**src/rtl/cpu_pkg.sv**
```systemverilog
// Shared types for the memory-port arbiter: FSM states, owner encoding and default widths.
package cpu_pkg;

    localparam int unsigned AW_DEF = 16;
    localparam int unsigned DW_DEF = 16;
    localparam int unsigned CNT_W  = 8;

    typedef enum logic [2:0] {
        ST_IDLE   = 3'd0,
        ST_SETUP  = 3'd1,
        ST_ACCESS = 3'd2,
        ST_WAIT   = 3'd3,
        ST_DONE   = 3'd4
    } state_t;

    typedef enum logic {
        OWN_F  = 1'b0,
        OWN_LS = 1'b1
    } owner_t;

endpackage

```
**src/rtl/mem_arbiter_if.sv**
```systemverilog
// Requester and memory-side signals of the arbiter; slave = arbiter view, master = environment view.
interface mem_arbiter_if
    import cpu_pkg::*;
#(
    parameter int unsigned AW = AW_DEF,
    parameter int unsigned DW = DW_DEF
);
    logic          f_req;
    logic [AW-1:0] f_addr;
    logic          f_grant;
    logic          f_done;

    logic          ls_req;
    logic          ls_rw;
    logic [AW-1:0] ls_addr;
    logic [DW-1:0] ls_wdata;
    logic          ls_grant;
    logic          ls_done;

    logic [DW-1:0] rdata;
    logic          timeout_err;

    logic          MEM_EN;
    logic          MEM_RW;
    logic [AW-1:0] MEM_ADDR;
    logic [DW-1:0] MEM_WDATA;
    logic [DW-1:0] MEM_RDATA;
    logic          MFC;

    modport slave (
        input  f_req, f_addr, ls_req, ls_rw, ls_addr, ls_wdata, MEM_RDATA, MFC,
        output f_grant, f_done, ls_grant, ls_done, rdata, timeout_err,
               MEM_EN, MEM_RW, MEM_ADDR, MEM_WDATA
    );

    modport master (
        output f_req, f_addr, ls_req, ls_rw, ls_addr, ls_wdata, MEM_RDATA, MFC,
        input  f_grant, f_done, ls_grant, ls_done, rdata, timeout_err,
               MEM_EN, MEM_RW, MEM_ADDR, MEM_WDATA
    );
endinterface

```
**src/rtl/rr_arbiter2.sv**
```systemverilog
// Two-way round-robin pick: a lone requester wins; on a tie the one not served last wins.
module rr_arbiter2
    import cpu_pkg::*;
(
    input  logic   f_req,
    input  logic   ls_req,
    input  owner_t last,
    output owner_t winner_c
);

    always_comb begin
        winner_c = OWN_F;
        if (f_req && ls_req) begin
            winner_c = (last == OWN_F) ? OWN_LS : OWN_F;
        end else if (ls_req) begin
            winner_c = OWN_LS;
        end
    end

endmodule

```
**src/rtl/mem_arbiter.sv**
```systemverilog
// Single-port memory arbiter between fetch and load/store: one transaction at a time,
// IDLE->SETUP->ACCESS->WAIT->DONE, with an MFC timeout that aborts the access.
module mem_arbiter
    import cpu_pkg::*;
#(
    parameter int unsigned AW      = AW_DEF,
    parameter int unsigned DW      = DW_DEF,
    parameter int unsigned TIMEOUT = 15
) (
    input  logic         clk,
    input  logic         reset,
    mem_arbiter_if.slave bus
);

    state_t           state_q;
    state_t           state_d;
    owner_t           own_q;
    owner_t           last_q;
    owner_t           winner_c;
    logic [AW-1:0]    addr_q;
    logic             rw_q;
    logic [DW-1:0]    wdata_q;
    logic [DW-1:0]    rdata_q;
    logic [CNT_W-1:0] cnt_q;
    logic [CNT_W-1:0] cnt_inc_c;
    logic             abort_q;
    logic             any_req_c;
    logic             cnt_exp_c;

    logic             f_grant_c;
    logic             ls_grant_c;
    logic             f_done_c;
    logic             ls_done_c;
    logic             mem_en_c;
    logic             timeout_err_c;

    rr_arbiter2 u_rr (
        .f_req    (bus.f_req),
        .ls_req   (bus.ls_req),
        .last     (last_q),
        .winner_c (winner_c)
    );

    assign any_req_c = bus.f_req | bus.ls_req;
    assign cnt_inc_c = cnt_q + CNT_W'(1);
    assign cnt_exp_c = (cnt_inc_c == CNT_W'(TIMEOUT));

    always_ff @(posedge clk or negedge reset) begin
        if (!reset) begin
            state_q <= ST_IDLE;
        end else begin
            state_q <= state_d;
        end
    end

    // Next state plus Moore decode of grants, strobes and completion
    always_comb begin
        state_d       = state_q;
        f_grant_c     = 1'b0;
        ls_grant_c    = 1'b0;
        f_done_c      = 1'b0;
        ls_done_c     = 1'b0;
        mem_en_c      = 1'b0;
        timeout_err_c = 1'b0;

        if (state_q != ST_IDLE) begin
            f_grant_c  = (own_q == OWN_F);
            ls_grant_c = (own_q == OWN_LS);
        end

        case (state_q)
            ST_IDLE: begin
                if (any_req_c) state_d = ST_SETUP;
            end
            ST_SETUP: begin
                state_d = ST_ACCESS;
            end
            ST_ACCESS: begin
                mem_en_c = 1'b1;
                state_d  = ST_WAIT;
            end
            ST_WAIT: begin
                if (!bus.MFC || cnt_exp_c) state_d = ST_DONE;
            end
            ST_DONE: begin
                f_done_c      = (own_q == OWN_F);
                ls_done_c     = (own_q == OWN_LS);
                timeout_err_c = abort_q;
                state_d       = ST_IDLE;
            end
            default: begin
                state_d = ST_IDLE;
            end
        endcase
    end

    // Transaction registers: latched request, wait counter, abort flag, read capture
    always_ff @(posedge clk or negedge reset) begin
        if (!reset) begin
            own_q   <= OWN_F;
            last_q  <= OWN_LS;
            addr_q  <= '0;
            rw_q    <= 1'b0;
            wdata_q <= '0;
            rdata_q <= '0;
            cnt_q   <= '0;
            abort_q <= 1'b0;
        end else begin
            case (state_q)
                ST_IDLE: begin
                    if (any_req_c) begin
                        own_q <= winner_c;
                        if (winner_c == OWN_F) begin
                            addr_q  <= bus.f_addr;
                            rw_q    <= 1'b1;
                            wdata_q <= '0;
                        end else begin
                            addr_q  <= bus.ls_addr;
                            rw_q    <= bus.ls_rw;
                            wdata_q <= bus.ls_wdata;
                        end
                    end
                end
                ST_ACCESS: begin
                    cnt_q   <= '0;
                    abort_q <= 1'b0;
                end
                ST_WAIT: begin
                    if (!bus.MFC) begin
                        if (rw_q) rdata_q <= bus.MEM_RDATA;
                    end else begin
                        cnt_q <= cnt_inc_c;
                        if (cnt_exp_c) abort_q <= 1'b1;
                    end
                end
                ST_DONE: begin
                    last_q <= own_q;
                end
                default: begin
                end
            endcase
        end
    end

    assign bus.f_grant     = f_grant_c;
    assign bus.ls_grant    = ls_grant_c;
    assign bus.f_done      = f_done_c;
    assign bus.ls_done     = ls_done_c;
    assign bus.MEM_EN      = mem_en_c;
    assign bus.timeout_err = timeout_err_c;
    assign bus.MEM_ADDR    = addr_q;
    assign bus.MEM_RW      = rw_q;
    assign bus.MEM_WDATA   = wdata_q;
    assign bus.rdata       = rdata_q;

endmodule

```
**src/flat_wrapper.sv**
```systemverilog
// flat-port wrapper written by rule: the top's interface ports become plain ports
module mem_arbiter_flat import cpu_pkg::*;
#(
    parameter int unsigned AW      = AW_DEF,
    parameter int unsigned DW      = DW_DEF,
    parameter int unsigned TIMEOUT = 15
)
  (clk, reset, bus_f_req, bus_f_addr, bus_ls_req, bus_ls_rw, bus_ls_addr, bus_ls_wdata, bus_MEM_RDATA, bus_MFC, bus_f_grant, bus_f_done, bus_ls_grant, bus_ls_done, bus_rdata, bus_timeout_err, bus_MEM_EN, bus_MEM_RW, bus_MEM_ADDR, bus_MEM_WDATA);
  mem_arbiter_if #(.AW(AW), .DW(DW)) bus_i ();
  input  logic clk;
  input  logic reset;
  input wire logic [$bits(bus_i.f_req)-1:0] bus_f_req;
  input wire logic [$bits(bus_i.f_addr)-1:0] bus_f_addr;
  input wire logic [$bits(bus_i.ls_req)-1:0] bus_ls_req;
  input wire logic [$bits(bus_i.ls_rw)-1:0] bus_ls_rw;
  input wire logic [$bits(bus_i.ls_addr)-1:0] bus_ls_addr;
  input wire logic [$bits(bus_i.ls_wdata)-1:0] bus_ls_wdata;
  input wire logic [$bits(bus_i.MEM_RDATA)-1:0] bus_MEM_RDATA;
  input wire logic [$bits(bus_i.MFC)-1:0] bus_MFC;
  output wire logic [$bits(bus_i.f_grant)-1:0] bus_f_grant;
  output wire logic [$bits(bus_i.f_done)-1:0] bus_f_done;
  output wire logic [$bits(bus_i.ls_grant)-1:0] bus_ls_grant;
  output wire logic [$bits(bus_i.ls_done)-1:0] bus_ls_done;
  output wire logic [$bits(bus_i.rdata)-1:0] bus_rdata;
  output wire logic [$bits(bus_i.timeout_err)-1:0] bus_timeout_err;
  output wire logic [$bits(bus_i.MEM_EN)-1:0] bus_MEM_EN;
  output wire logic [$bits(bus_i.MEM_RW)-1:0] bus_MEM_RW;
  output wire logic [$bits(bus_i.MEM_ADDR)-1:0] bus_MEM_ADDR;
  output wire logic [$bits(bus_i.MEM_WDATA)-1:0] bus_MEM_WDATA;
  assign bus_i.f_req = bus_f_req;
  assign bus_i.f_addr = bus_f_addr;
  assign bus_i.ls_req = bus_ls_req;
  assign bus_i.ls_rw = bus_ls_rw;
  assign bus_i.ls_addr = bus_ls_addr;
  assign bus_i.ls_wdata = bus_ls_wdata;
  assign bus_i.MEM_RDATA = bus_MEM_RDATA;
  assign bus_i.MFC = bus_MFC;
  assign bus_f_grant = bus_i.f_grant;
  assign bus_f_done = bus_i.f_done;
  assign bus_ls_grant = bus_i.ls_grant;
  assign bus_ls_done = bus_i.ls_done;
  assign bus_rdata = bus_i.rdata;
  assign bus_timeout_err = bus_i.timeout_err;
  assign bus_MEM_EN = bus_i.MEM_EN;
  assign bus_MEM_RW = bus_i.MEM_RW;
  assign bus_MEM_ADDR = bus_i.MEM_ADDR;
  assign bus_MEM_WDATA = bus_i.MEM_WDATA;
  mem_arbiter #(.AW(AW), .DW(DW), .TIMEOUT(TIMEOUT)) u_core (.clk(clk), .reset(reset), .bus(bus_i));
endmodule
```
**config.mk**
```make
export PLATFORM = sky130hd
export DESIGN_NAME = mem_arbiter_flat
export DESIGN_NICKNAME = d
export VERILOG_FILES = /design/src/rtl/cpu_pkg.sv /design/src/rtl/mem_arbiter_if.sv /design/src/rtl/rr_arbiter2.sv /design/src/rtl/mem_arbiter.sv /design/src/flat_wrapper.sv
export SDC_FILE = /design/constraint.sdc
export NUM_CORES = 1
export LEC_CHECK = 0
export ABC_CLOCK_PERIOD_IN_PS = 2000
export CAP_MARGIN = 40
export CELL_PAD_IN_SITES_DETAIL_PLACEMENT = 0
export CELL_PAD_IN_SITES_GLOBAL_PLACEMENT = 1
export CORE_MARGIN = 1
export CORE_UTILIZATION = 38
export DETAILED_ROUTE_END_ITERATION = 7
export DONT_BUFFER_PORTS = 1
export PLACE_DENSITY = 0.62
export SLEW_MARGIN = 20
export SYNTH_ARGS = -nofsm -noshare
export SYNTH_HDL_FRONTEND = slang
export SYNTH_SLANG_ARGS = --single-unit
export TNS_END_PERCENT = 100
```
**constraint.sdc**
```tcl
create_clock -name clk -period 2 [get_ports clk]
set_input_delay 0.5 -clock clk [delete_from_list [all_inputs] [get_ports clk]]
set_output_delay 0.5 -clock clk [all_outputs]
set_load 0.05 [all_outputs]
```
==> impl_metrics.toml <==
[run_status]
status = "completed"

[finish]
areaGrowthSynthToFinish_pct = 16.80
multi_input_area_mm2 = 0.001092
regArea_mm2 = 0.001583
num-nets-final = 325
drive_above_1_share = 0.2374
diodes = 0
fillers = 680
fin_util = 0.4647

[yosys]
yosys_warnings = 0
synth_nets = 306
syn_area_per_cell_um2 = 11.74
ys_ff_latch = 63
yosysUniqueCellTypes = 37
netlist_area_mm2 = 0.002748
syn-instance-count = 234
yosysSeqAreaShare = 0.5742

[global_route]
antenna_found_initial = 0
grt_max_degree = 64
grt_pass1_wl_mm = 8.390
grt_remaining_overflow = 0
grt_use_total = 0.1476
grt_pass1_vias = 1737

[placed_design]
place.gp.congestion = 0.7014
io_buffer_count = 0
place_ws_ns = 0.1231
hpwl_mm = 3.791

[setup_path]
cp_cell_sequence = "or3b_1 > inv_1 > buf_6"
critPathSlowestCell = "dfrtp_2"
required_ns = 1.50
crit_fanout = 7
critical_path_arrival_ns = 1.43
crit_type = "flip-flop to primary output"
slowest_delay_ns = 0.45
crit_path_start_kind = "flip-flop"
cp-end-kind = "primary output"

[hold_path]
hold_class = "input port to asynchronous set/reset pin"

[detailed_routing]
wl_per_cell_um = 15.65
vias = 1814
drtAntennaViolNets = 0
first_pass_iters = 4
drt-total-wl_mm = 5.524
first_iter_violations = 23
remaining_drc_errors = 0
avgViaCountPerCell = 5.139

[floorplan]
io_pins = 125
die_w_um = 87.04
coreArea_mm2 = 0.006907
initial_core_util = 0.3978
die_h_um = 87.04
rows = 30
die-area_mm2 = 0.007575

[sta]
finalSetupViolCount = 0
worstMarginPinSlew_ns = 0.6214
grt_setup_unrepaired = "no"
fmax_ghz = 0.5177
min_period_over_period = 0.9658
drv_slew = 0
final.setup.worst_slack_ns = 0.06834
hold_viol = 0
max_slew_margin = 0.5842
skew_ns = 0.006320
finalCriticalPeriod_ns = 1.932
fin_tns_setup_ns = 0

[cts]
cts_sinks = 63
cts_tree = "done"
root_buffer = "clkbuf_8"
cts-buffers-inserted = 9
cts.clk_slew.worst_paths_ns = 0.07
cts_htree_levels = 3
cts_buffer_depth = 2
clk_latency_ns = 0.33

[job]
maxCapViolations = 0

[power_and_ir_drop]
irDropWorstVdd_mv = 0.9632
power_density_mw_per_mm2 = 2063
leakage_uw = 0.001468
-- layout by cell type (no fill, tap or decap), types with 2 or more instances in the layout --
| master | n |
|---|---|
| clkbuf_8 | 11 |
| mux2_2 | 15 |
| buf_4 | 17 |
| and3_4 | 2 |
| nand2_1 | 29 |
| xnor2_1 | 2 |
| dfrtp_2 | 4 |
| nand3_1 | 4 |
| nand4_1 | 3 |
| o21ai_1 | 4 |
| a22o_1 | 17 |
| and3_1 | 4 |
| nand2b_1 | 2 |
| inv_1 | 6 |
| buf_16 | 2 |
| xor2_1 | 2 |
| dfrtp_1 | 58 |
| nor2_1 | 6 |
| a21oi_1 | 2 |
| mux2i_1 | 16 |
| o21ai_0 | 26 |
| nor2b_1 | 2 |
| ha_1 | 2 |
| a21o_1 | 2 |
-- cell type report --
class | count | share of cell area
sequential | 63 | 0.4932
multi-input combinational | 153 | 0.3404
inverter | 6 | 0.007018
timing repair buffer | 20 | 0.06043
tap | 96 | 0.03743
clock buffer | 12 | 0.04834
clock inverter | 3 | 0.01326
-- timing repair --
item / in CTS / in global routing
hold buffers: 1 / 0
buffers inserted: 0 / 2
endpoints found under the hold margin: 63 / 0
endpoints found under the setup margin: 1 / 3
pin swaps: 0 / 1
resized for setup: 2 / 4
-- cells by family after synthesis --
family | count (synthesis) | share of synthesized area
buffers and inverters | 18 | 0.03643
AO/OA/AOI/OAI | 57 | 0.1343
adder cells (fa/ha/maj) | 2 | 0.009106
multiplexers | 32 | 0.1239
flip-flops | 63 | 0.5742
AND/OR/NAND/NOR | 58 | 0.1093
XOR/XNOR | 4 | 0.01275
-- Yosys cell counts, drive strengths merged --
| cell | n | share of area |
|---|---|---|
| xor2 | 2 | 0.0064 |
| a41o | 1 | 0.0036 |
| ha | 2 | 0.0091 |
| o31ai | 1 | 0.0027 |
| mux2i | 16 | 0.058 |
| nand2 | 29 | 0.040 |
| nor2 | 6 | 0.0082 |
| buf | 8 | 0.023 |
| xnor2 | 2 | 0.0064 |
| a21boi | 1 | 0.0027 |
| and3 | 6 | 0.017 |
| o21ai | 31 | 0.056 |
| a22o | 17 | 0.054 |
| and2 | 1 | 0.0023 |
| or3b | 1 | 0.0032 |
| nand3 | 5 | 0.011 |
| nand4b | 1 | 0.0032 |
| nor3b | 1 | 0.0068 |
| a21oi | 2 | 0.0036 |
| dfrtp | 62 | 0.56 |
| nand2b | 2 | 0.0046 |
| nor2b | 2 | 0.0046 |
| mux2 | 16 | 0.066 |
| clkbuf | 4 | 0.0055 |
| inv | 6 | 0.0082 |
| o32ai | 1 | 0.0032 |
| a21o | 2 | 0.0055 |
| dfstp | 1 | 0.0096 |
| o22ai | 1 | 0.0023 |
| nand4 | 3 | 0.0068 |
| nor3 | 1 | 0.0018 |
-- critical path: cells and delay by family, from the launching register on --
family                 cells  cell delay, ns
DFF                        1            0.45
buffers and inverters      2            0.23
and+or+nand+nor            1            0.41
-- sequential cells by signal, indices dropped and copies added, names as in the netlist --
name,count
u_core.bus.MEM_ADDR,16
u_core.abort_q,1
u_core.bus.MEM_WDATA,16
u_core.last_q,1
u_core.cnt_q,8
u_core.bus.rdata,16
u_core.own_q,1
u_core.bus.MEM_RW,1
u_core.state_q,3
-- layer usage --
metal	part of all wire	track usage	wire (um)
met5	0	0	0
met1	0.44	0.1929	2407
met4	0.016	0.06818	88
met3	0.096	0.06351	530
met2	0.45	0.2105	2497
-- per-stage QoR --
stage / hold slack (ns) / area [um2] / instances / total power [uW]
floorplan: 0.2044 / 2748 / 234 / 5042
global placement: 0.2056 / 2925 / 334 / 5418
detailed placement: 0.2057 / 2953 / 335 / 5512
CTS: 0.03044 / 3181 / 351 / 6671
global route: 0.04210 / 3209 / 353 / 6988
finish: 0.02711 / 3209 / 353 / 6621
-- where the power goes --
group          internal, uW  switching [uW]
Clock                   635             461
Sequential             1820            2120
Combinational           772             812
-- final timing paths --
check                                   from                       to  slack (ns)  cells past startpoint
max                        u_core.state_q[0]               bus_MEM_EN        0.07                      3
min                                    reset  u_core.bus.MEM_ADDR[12]        0.03                      1
max reg2reg                  u_core.cnt_q[1]        u_core.state_q[0]        0.17                      6
min reg2reg                   u_core.abort_q           u_core.abort_q        0.51                      2
max in group asynchronous              reset            u_core.last_q        1.64                      1
min in group clk                     bus_MFC        u_core.state_q[2]        0.25                      1
Power figures use the tool's default switching activity.
